<file path="config.mk">
export PLATFORM = sky130hd
export DESIGN_NAME = mod_updown_counter
export DESIGN_NICKNAME = d
export VERILOG_FILES = /design/src/rtl/mod_updown_counter_pkg.sv /design/src/rtl/rate_divider.sv /design/src/rtl/mod_updown_counter.sv
export SDC_FILE = /design/constraint.sdc
export NUM_CORES = 1
export LEC_CHECK = 0
export ABC_CLOCK_PERIOD_IN_PS = 3500
export CAP_MARGIN = 20
export CORE_MARGIN = 2
export CORE_UTILIZATION = 52
export CTS_CLUSTER_DIAMETER = 120
export DETAILED_ROUTE_END_ITERATION = 12
export PLACE_DENSITY = 0.81
export SLEW_MARGIN = 20
export SYNTH_ARGS = -nofsm -noshare
export SYNTH_HDL_FRONTEND = slang
export SYNTH_HIERARCHICAL = 1
export SYNTH_SLANG_ARGS = --single-unit
</file>
<file path="constraint.sdc">
create_clock -name clk -period 3.5 [get_ports clk]
set_clock_uncertainty 0.15 [all_clocks]
set_input_delay 1.05 -clock clk [delete_from_list [all_inputs] [get_ports clk]]
set_output_delay 1.05 -clock clk [all_outputs]
set_load 0.05 [all_outputs]
</file>
<file path="src/rtl/mod_updown_counter_pkg.sv">
// Constants shared by the counter family of display blocks.
// The direction encoding is the only thing that has to match across them.
package mod_updown_counter_pkg;

    localparam logic DIR_UP   = 1'b1;
    localparam logic DIR_DOWN = 1'b0;

endpackage

</file>
<file path="src/rtl/rate_divider.sv">
// Programmable rate divider: tick is high on every (div_val+1)-th enabled clock.
// A new div_val is only picked up at a reload, never while a period is in progress.
module rate_divider #(
    parameter int DIV_W = 26
) (
    input  logic             clk,
    input  logic             reset,
    input  logic             enable,
    input  logic [DIV_W-1:0] div_val,
    input  logic             sync_reload,
    output logic             tick
);

    logic [DIV_W-1:0] pre_d;
    logic [DIV_W-1:0] pre_q;

    // pre resets to zero, so the first enabled edge after reset is already a tick.
    assign tick = enable && (pre_q == '0);

    always_comb begin
        // NOTE: default assignment first, so no path through the block leaves pre_d unassigned (no latch).
        pre_d = pre_q;
        if (sync_reload || tick) begin
            pre_d = div_val;
        end else if (enable) begin
            pre_d = pre_q - 1'b1;
        end
    end

    // NOTE: sequential state uses non-blocking assignment so every flop samples pre-edge values.
    always_ff @(posedge clk or posedge reset) begin
        if (reset) begin
            pre_q <= '0;
        end else begin
            pre_q <= pre_d;
        end
    end

endmodule

</file>
<file path="src/rtl/mod_updown_counter.sv">
// Up/down modulo counter over 0..modulus, advanced by a programmable rate divider.
// tc is a one-cycle pulse that lines up with the wrapped value of q.
module mod_updown_counter
    import mod_updown_counter_pkg::*;
#(
    parameter int WIDTH = 8,
    parameter int DIV_W = 26
) (
    input  logic             clk,
    input  logic             reset,
    input  logic             enable,
    input  logic             up,
    input  logic             load,
    input  logic [WIDTH-1:0] load_val,
    input  logic [WIDTH-1:0] modulus,
    input  logic [DIV_W-1:0] div_val,
    output logic [WIDTH-1:0] q,
    output logic             tc
);

    logic             tick;
    logic [WIDTH-1:0] q_d;
    logic [WIDTH-1:0] q_q;
    logic             tc_d;
    logic             tc_q;

    // A load also restarts the divider phase.
    rate_divider #(
        .DIV_W (DIV_W)
    ) u_rate_divider (
        .clk         (clk),
        .reset       (reset),
        .enable      (enable),
        .div_val     (div_val),
        .sync_reload (load),
        .tick        (tick)
    );

    always_comb begin
        q_d  = q_q;
        tc_d = 1'b0;
        if (load) begin
            q_d = load_val;
        end else if (tick) begin
            case (up)
                DIR_UP: begin
                    // >= rather than == so an out-of-range q wraps to 0 on the next up tick.
                    if (q_q >= modulus) begin
                        q_d  = '0;
                        tc_d = 1'b1;
                    end else begin
                        q_d = q_q + 1'b1;
                    end
                end
                DIR_DOWN: begin
                    if (q_q == '0) begin
                        q_d  = modulus;
                        tc_d = 1'b1;
                    end else begin
                        q_d = q_q - 1'b1;
                    end
                end
                default: q_d = q_q;
            endcase
        end
    end

    always_ff @(posedge clk or posedge reset) begin
        if (reset) begin
            q_q  <= '0;
            tc_q <= 1'b0;
        end else begin
            q_q  <= q_d;
            tc_q <= tc_d;
        end
    end

    assign q  = q_q;
    assign tc = tc_q;

endmodule

</file>
# [Word level (Yosys, flattened, before mapping)]
# Index checks and enable logic that the tools add are counted.
[totals] input_bits=47 word_cells=26 output_inout_bits=9 reg_bits=35
[op_classes] muxes=12 reduce_logical=6 add_sub_neg=3 n_bitwise=1 order_cmp=1
[op_table] cell="2-to-1 mux 26 bit" count=2
[op_table] cell="2-to-1 mux 8 bit" count=4
[op_table] cell="logical NOT 26 bit" count=1
[op_table] cell="subtractor 26 x 1 -> 26 bit, second input constant" count=1
[op_table] cell="case mux 8 bit (2 select lines)" count=1
[op_table] cell="adder 8 x 1 -> 8 bit, second input constant" count=1
[op_table] cell="greater-or-equal comparator 8 bit" count=1
[op_table] cell="logical NOT 8 bit" count=1
[op_table] cell="subtractor 8 x 1 -> 8 bit, second input constant" count=1
[op_table] cell="2-to-1 mux 1 bit" count=4
[op_table] cell="nonzero test 2 bit" count=2
[op_table] cell="case mux 1 bit (2 select lines)" count=1
[op_table] cell="logical AND 1 bit" count=1
[op_table] cell="logical OR 1 bit" count=1
[op_table] cell="NOT 1 bit" count=1

# [Longest topological paths before layout]
[depth] depth_word=5 ltp_mapped=12 ltp_nobuf=10

# [Cells and area by module]
# The synthesis kept the hierarchy.
[modules_own_cells] module="rate_divider" instances=1 seq_area_each_um2=650.6 cells_each=162 area_each_um2=1503.9
[modules_own_cells] module="mod_updown_counter" instances=1 seq_area_each_um2=225.2 cells_each=142 area_each_um2=1124.8

# [Worst setup path after synthesis]
# Ideal clock, no wire load.
[synth_timing] path_type="input -> register" start="input enable" end="register q_q[2] (netlist: q[2])" path_slack_ns=0.492 path_buffers=2 path_stages=10 required_time_ns=3.263 setup_time_ns=0.087 arrival_time_ns=2.771 cell_sequence="and4bb_2 > and4_1 > buf_2 > and3_1 > clkbuf_1 > nor2b_1 > a21oi_1 > nor3b_1 > o21ai_0 > o211ai_1"
[synth_between] elab_chain_len=2
[synth_rtl] element="from (decl)" line_no="mod_updown_counter.sv:11" rtl="input logic enable,"
[synth_rtl] element="logical AND 1 bit" line_no="rate_divider.sv:18" rtl="assign tick = enable && (pre_q == '0);"
[synth_rtl] element="named net tick" line_no="mod_updown_counter.sv:21" rtl="logic tick;"
[synth_rtl] element="nonzero test 2 bit (no source line)"
[synth_rtl] element="to (signal assigned)" line_no="mod_updown_counter.sv:73" rtl="q_q <= q_d;"
[synth_rtl] element="to (decl)" line_no="mod_updown_counter.sv:23" rtl="logic [WIDTH-1:0] q_q;"
# The timed path passes the listed nets, and every way through them passes these cells.
# A chain may end at the register's enable or synchronous reset.

# [Worst setup path after layout]
[layout_timing] start="input modulus[3]" end="register q_q[4] (netlist: q[4])"
[layout_between] elab_chain_len=5
[layout_rtl] element="from (decl)" line_no="mod_updown_counter.sv:15" rtl="input logic [WIDTH-1:0] modulus,"
[layout_rtl] element="greater-or-equal comparator 8 bit" line_no="mod_updown_counter.sv:48" rtl="if (q_q >= modulus) begin"
[layout_rtl] element="2-to-1 mux 8 bit" line_no="mod_updown_counter.sv:48"
[layout_rtl] element="case mux 8 bit (2 select lines)" line_no="mod_updown_counter.sv:45" rtl="case (up)"
[layout_rtl] element="2-to-1 mux 8 bit" line_no="mod_updown_counter.sv:44" rtl="end else if (tick) begin"
[layout_rtl] element="2-to-1 mux 8 bit" line_no="mod_updown_counter.sv:42" rtl="if (load) begin"
# Every way passes these cells. The select of a mux whose other input is x is not followed.

==> results.py <==
metrics = {
    "critical_path": {
        "end_kind": "register",
        "worst-path-max-fanout": 11,
        "timing.rr.start": "u_rate_divider/pre_q[19]",
        "slowest_delay_ps": 450,
        "r2r_end": "q[7]",
        "crit_slowest_cell": "clkdlybuf4s50_1",
        "worstSetupPathType": "in -> reg",
        "arrival_ps": 3140,
        "worstPathRequired_ps": 3560,
        "start_kind": "primary input",
        "worst_r2r_path_depth": 8,
        "r2r_setup_slack_ps": 660,
        "crit_path_cell_trace": "clkdlybuf4s50_1 > inv_1 > ha_1 > a211oi_1 > o21ai_0 > a2111oi_2 > buf_4 > a311oi_2 > o22ai_1",
    },
    "grt": {
        "grt_pass1_vias": 2351,
        "grt_util_all_layers": 0.253,
        "grt_overflow": 0,
        "grt_pass1_wl_um": 10900,
        "antenna_found_initial": 0,
        "grt_max_degree": 23,
    },
    "cts": {
        "clock-root-buffer": "clkbuf_8",
        "cts_buffers": 5,
        "cts_hold_buffers": 0,
        "clockBufferDepth": 2,
        "clkTransAtPathRegs_ps": 70,
        "htreeDepth": 2,
        "clkLatencyLatePin_ps": 290,
        "cts_resized": 0,
        "numClockSinks": 35,
        "tritoncts": "done",
        "cts_setup_buffers": 0,
    },
    "finish": {
        "final_layout_size_suffix_gt1_frac": 0.0937,
        "fin_nets": 421,
        "area_growth_pct": 27.3,
        "final_cells": 430,
        "antenna_cells": 0,
        "utilization": 0.699,
    },
    "min_path": {
        "hp-class": "reg -> reg",
        "min_from": "u_rate_divider/pre_q[23]",
        "hold_end": "u_rate_divider/pre_q[23]",
        "holdPathStages": 2,
    },
    "synthesis": {
        "ys_async_sr_fraction": 1.00,
        "syn_avg_cell_area_um2": 8.65,
        "ys_seq_area_frac": 0.333,
        "synth_area_leaders": "dfrtp_1 33%, xnor2_1 7.3%, a21oi_1 6.5%, nor2_1 6.0%, ha_1 5.7%",
        "syn_nets": 363,
        "synth_cells": 304,
        "synth_top_family_by_area": "simple AND/OR/NAND/NOR gates",
        "ys_seq_elements": 35,
        "yosys.area_share.simple": 0.254,
        "synth_largest_area_cell": "dfrtp_1",
        "synth_area_mm2": 0.00263,
        "synth_adder_area_share": 0.0571,
        "synth-main-ff-cell": "dfrtp_1",
        "synth-compound-area-share": 0.181,
        "synth_top_area_frac": 0.333,
        "ys_types": 56,
        "yosysWarnings": 6,
        "yosys-mux-area-fraction": 0.0119,
        "synth-xor-area-share": 0.0900,
        "synth_edf_count": 0,
    },
    "route": {
        "avgRoutedWirePerCell_um": 14.9,
        "dr.pass1.iters": 4,
        "drcViolationCount": 0,
        "drtIter0Drc": 183,
        "routed_wl_um": 6430,
        "drtAntennaViolNets": 0,
        "viasPerCell": 5.64,
        "vias": 2424,
    },
    "timing": {
        "timing.fmax_ghz": 0.324,
        "drv_slew": 0,
        "fin_setup_tns_ps": 0,
        "final.period_utilization": 0.881,
        "setup_slack_ps": 417,
        "slew-limit-headroom": 0.530,
        "setup_viol": 0,
        "tightest_slew_ps": 699,
        "hold_ws_ps": 426,
        "finalHoldViolations": 0,
        "rsz0062_at_grt": "no",
        "period_needed_ps": 3080,
    },
    "power_and_ir_drop": {
        "power_frac_seq": 0.418,
        "p_clk_frac": 0.298,
        "vdd_drop_max_uv": 314,
        "switching_share": 0.323,
        "switchingPower_uw": 394,
        "internal_power_uw": 825,
        "power_frac_comb": 0.284,
        "power.leakage_uw": 0.00132,
        "power_density_mw_per_mm2": 364,
    },
    "floorplanning": {
        "std_cell_rows": 25,
        "core_area_mm2": 0.00479,
        "die-height_um": 75.1,
        "dieArea_mm2": 0.00564,
        "io_pins": 56,
        "start_util": 0.549,
        "die_x_um": 75.1,
    },
    "place": {
        "place_inst": 422,
        "post-place-ws_ps": 123,
        "port_buffers": 55,
        "gp_congestion": 0.961,
        "dp_hpwl_um": 4990,
    },
    "run": {
        "maxCapViolations": 0,
    },
    "outcome": {
        "run_status": "complete, no violations",
    },
}
## worst max-delay path: cells and delay by family
kind | cells | cell delay (ps)
adder cells (fa/ha/maj) | 1 | 320
AO/OA/AOI/OAI | 5 | 1010
buffers and inverters | 3 | 760
## power by group through the flow
| stage | registers [uW] | logic (uW) | clock network (uW) |
|---|---|---|---|
| after floorplan | 535 | 199 | 0 |
| after global routing | 517 | 383 | 390 |
| final | 510 | 346 | 363 |
| after detailed placement | 515 | 345 | 0 |
| after CTS | 508 | 347 | 372 |
| after global placement | 513 | 337 | 0 |
## metrics by stage
step	total power (uW)	area (um^2)
after floorplan	734	2630
after global placement	850	3230
after detailed placement	860	3230
after CTS	1230	3350
after global routing	1290	3350
final	1220	3350
## cell type report
cell class / count / area [um^2]
Clock buffer: 5 / 68.8
Clock inverter: 3 / 43.8
Fill cell: 385 / 1440
Inverter: 19 / 71.3
Multi-Input combinational cell: 235 / 1570
Sequential cell: 35 / 876
Tap cell: 67 / 83.8
Timing Repair Buffer: 66 / 633
## Yosys cell counts, types with 3 or more instances
master / n
o21ai_0: 6
nor3_1: 10
a31oi_1: 6
ha_1: 12
dfrtp_1: 35
nor3b_1: 7
nor4_1: 6
xor2_1: 5
nor2_1: 42
o22ai_1: 3
inv_1: 19
a21oi_1: 34
nand2_1: 12
clkbuf_1: 5
buf_6: 4
a211oi_1: 4
o211ai_1: 5
xnor2_1: 22
or3_1: 3
o22a_1: 3
nor2b_1: 4
nand3_1: 10
and3_1: 5
nor3_2: 3
## worst max-delay path by stage
stage | endpoint | startpoint | cells past startpoint
after CTS | q[4] | modulus[3] | 9
final | q[4] | modulus[3] | 9
after global placement | q[4] | modulus[3] | 9
after floorplan | q[2] | enable | 10
after detailed placement | q[4] | modulus[3] | 9
after global routing | q[3] | modulus[3] | 9
## registers in the layout, indices dropped and copies added, names as in the netlist
name and count:
u_rate_divider/pre_q 26, q 8, tc 1
## metal layers
metal,vias to the layer above,GRT usage,part of all wire
met4,0,0.0694,0.0086
met5,-,0,0
li1,1210,-,-
met3,7,0.0495,0.053
met2,80,0.436,0.50
met1,1127,0.323,0.44
## cells in the final DEF (no fill, tap or decap), types with 2 or more instances in the layout
cell and instances:
nand2_1 12, or4_4 2, or4_1 2, nor3_1 10, buf_4 11, inv_1 19
a211oi_1 4, nor3b_1 7, ha_1 12, nor2b_1 4, nand2b_1 2, a21oi_1 34
or3_1 3, dfrtp_1 35, o41ai_1 2, o211ai_1 5, o22a_1 3, o21ai_0 6
nor2_1 42, nor4_1 6, nand3_1 10, clkdlybuf4s50_1 55, and3_1 5, nor3_2 3
xor2_1 5, a31oi_1 6, o22ai_1 3, clkbuf_8 5, nand4_1 2, xnor2_1 22
mux2i_1 2
## cells by family (layout without fill, tap and decap cells)
family / Yosys count / in the layout
compound gates: 73 / 73
xor+xnor: 27 / 27
fa+ha+maj: 12 / 12
buf+inv: 34 / 93
flops: 35 / 35
mux: 3 / 3
simple gates: 120 / 120
Power figures use the tool's default switching activity.
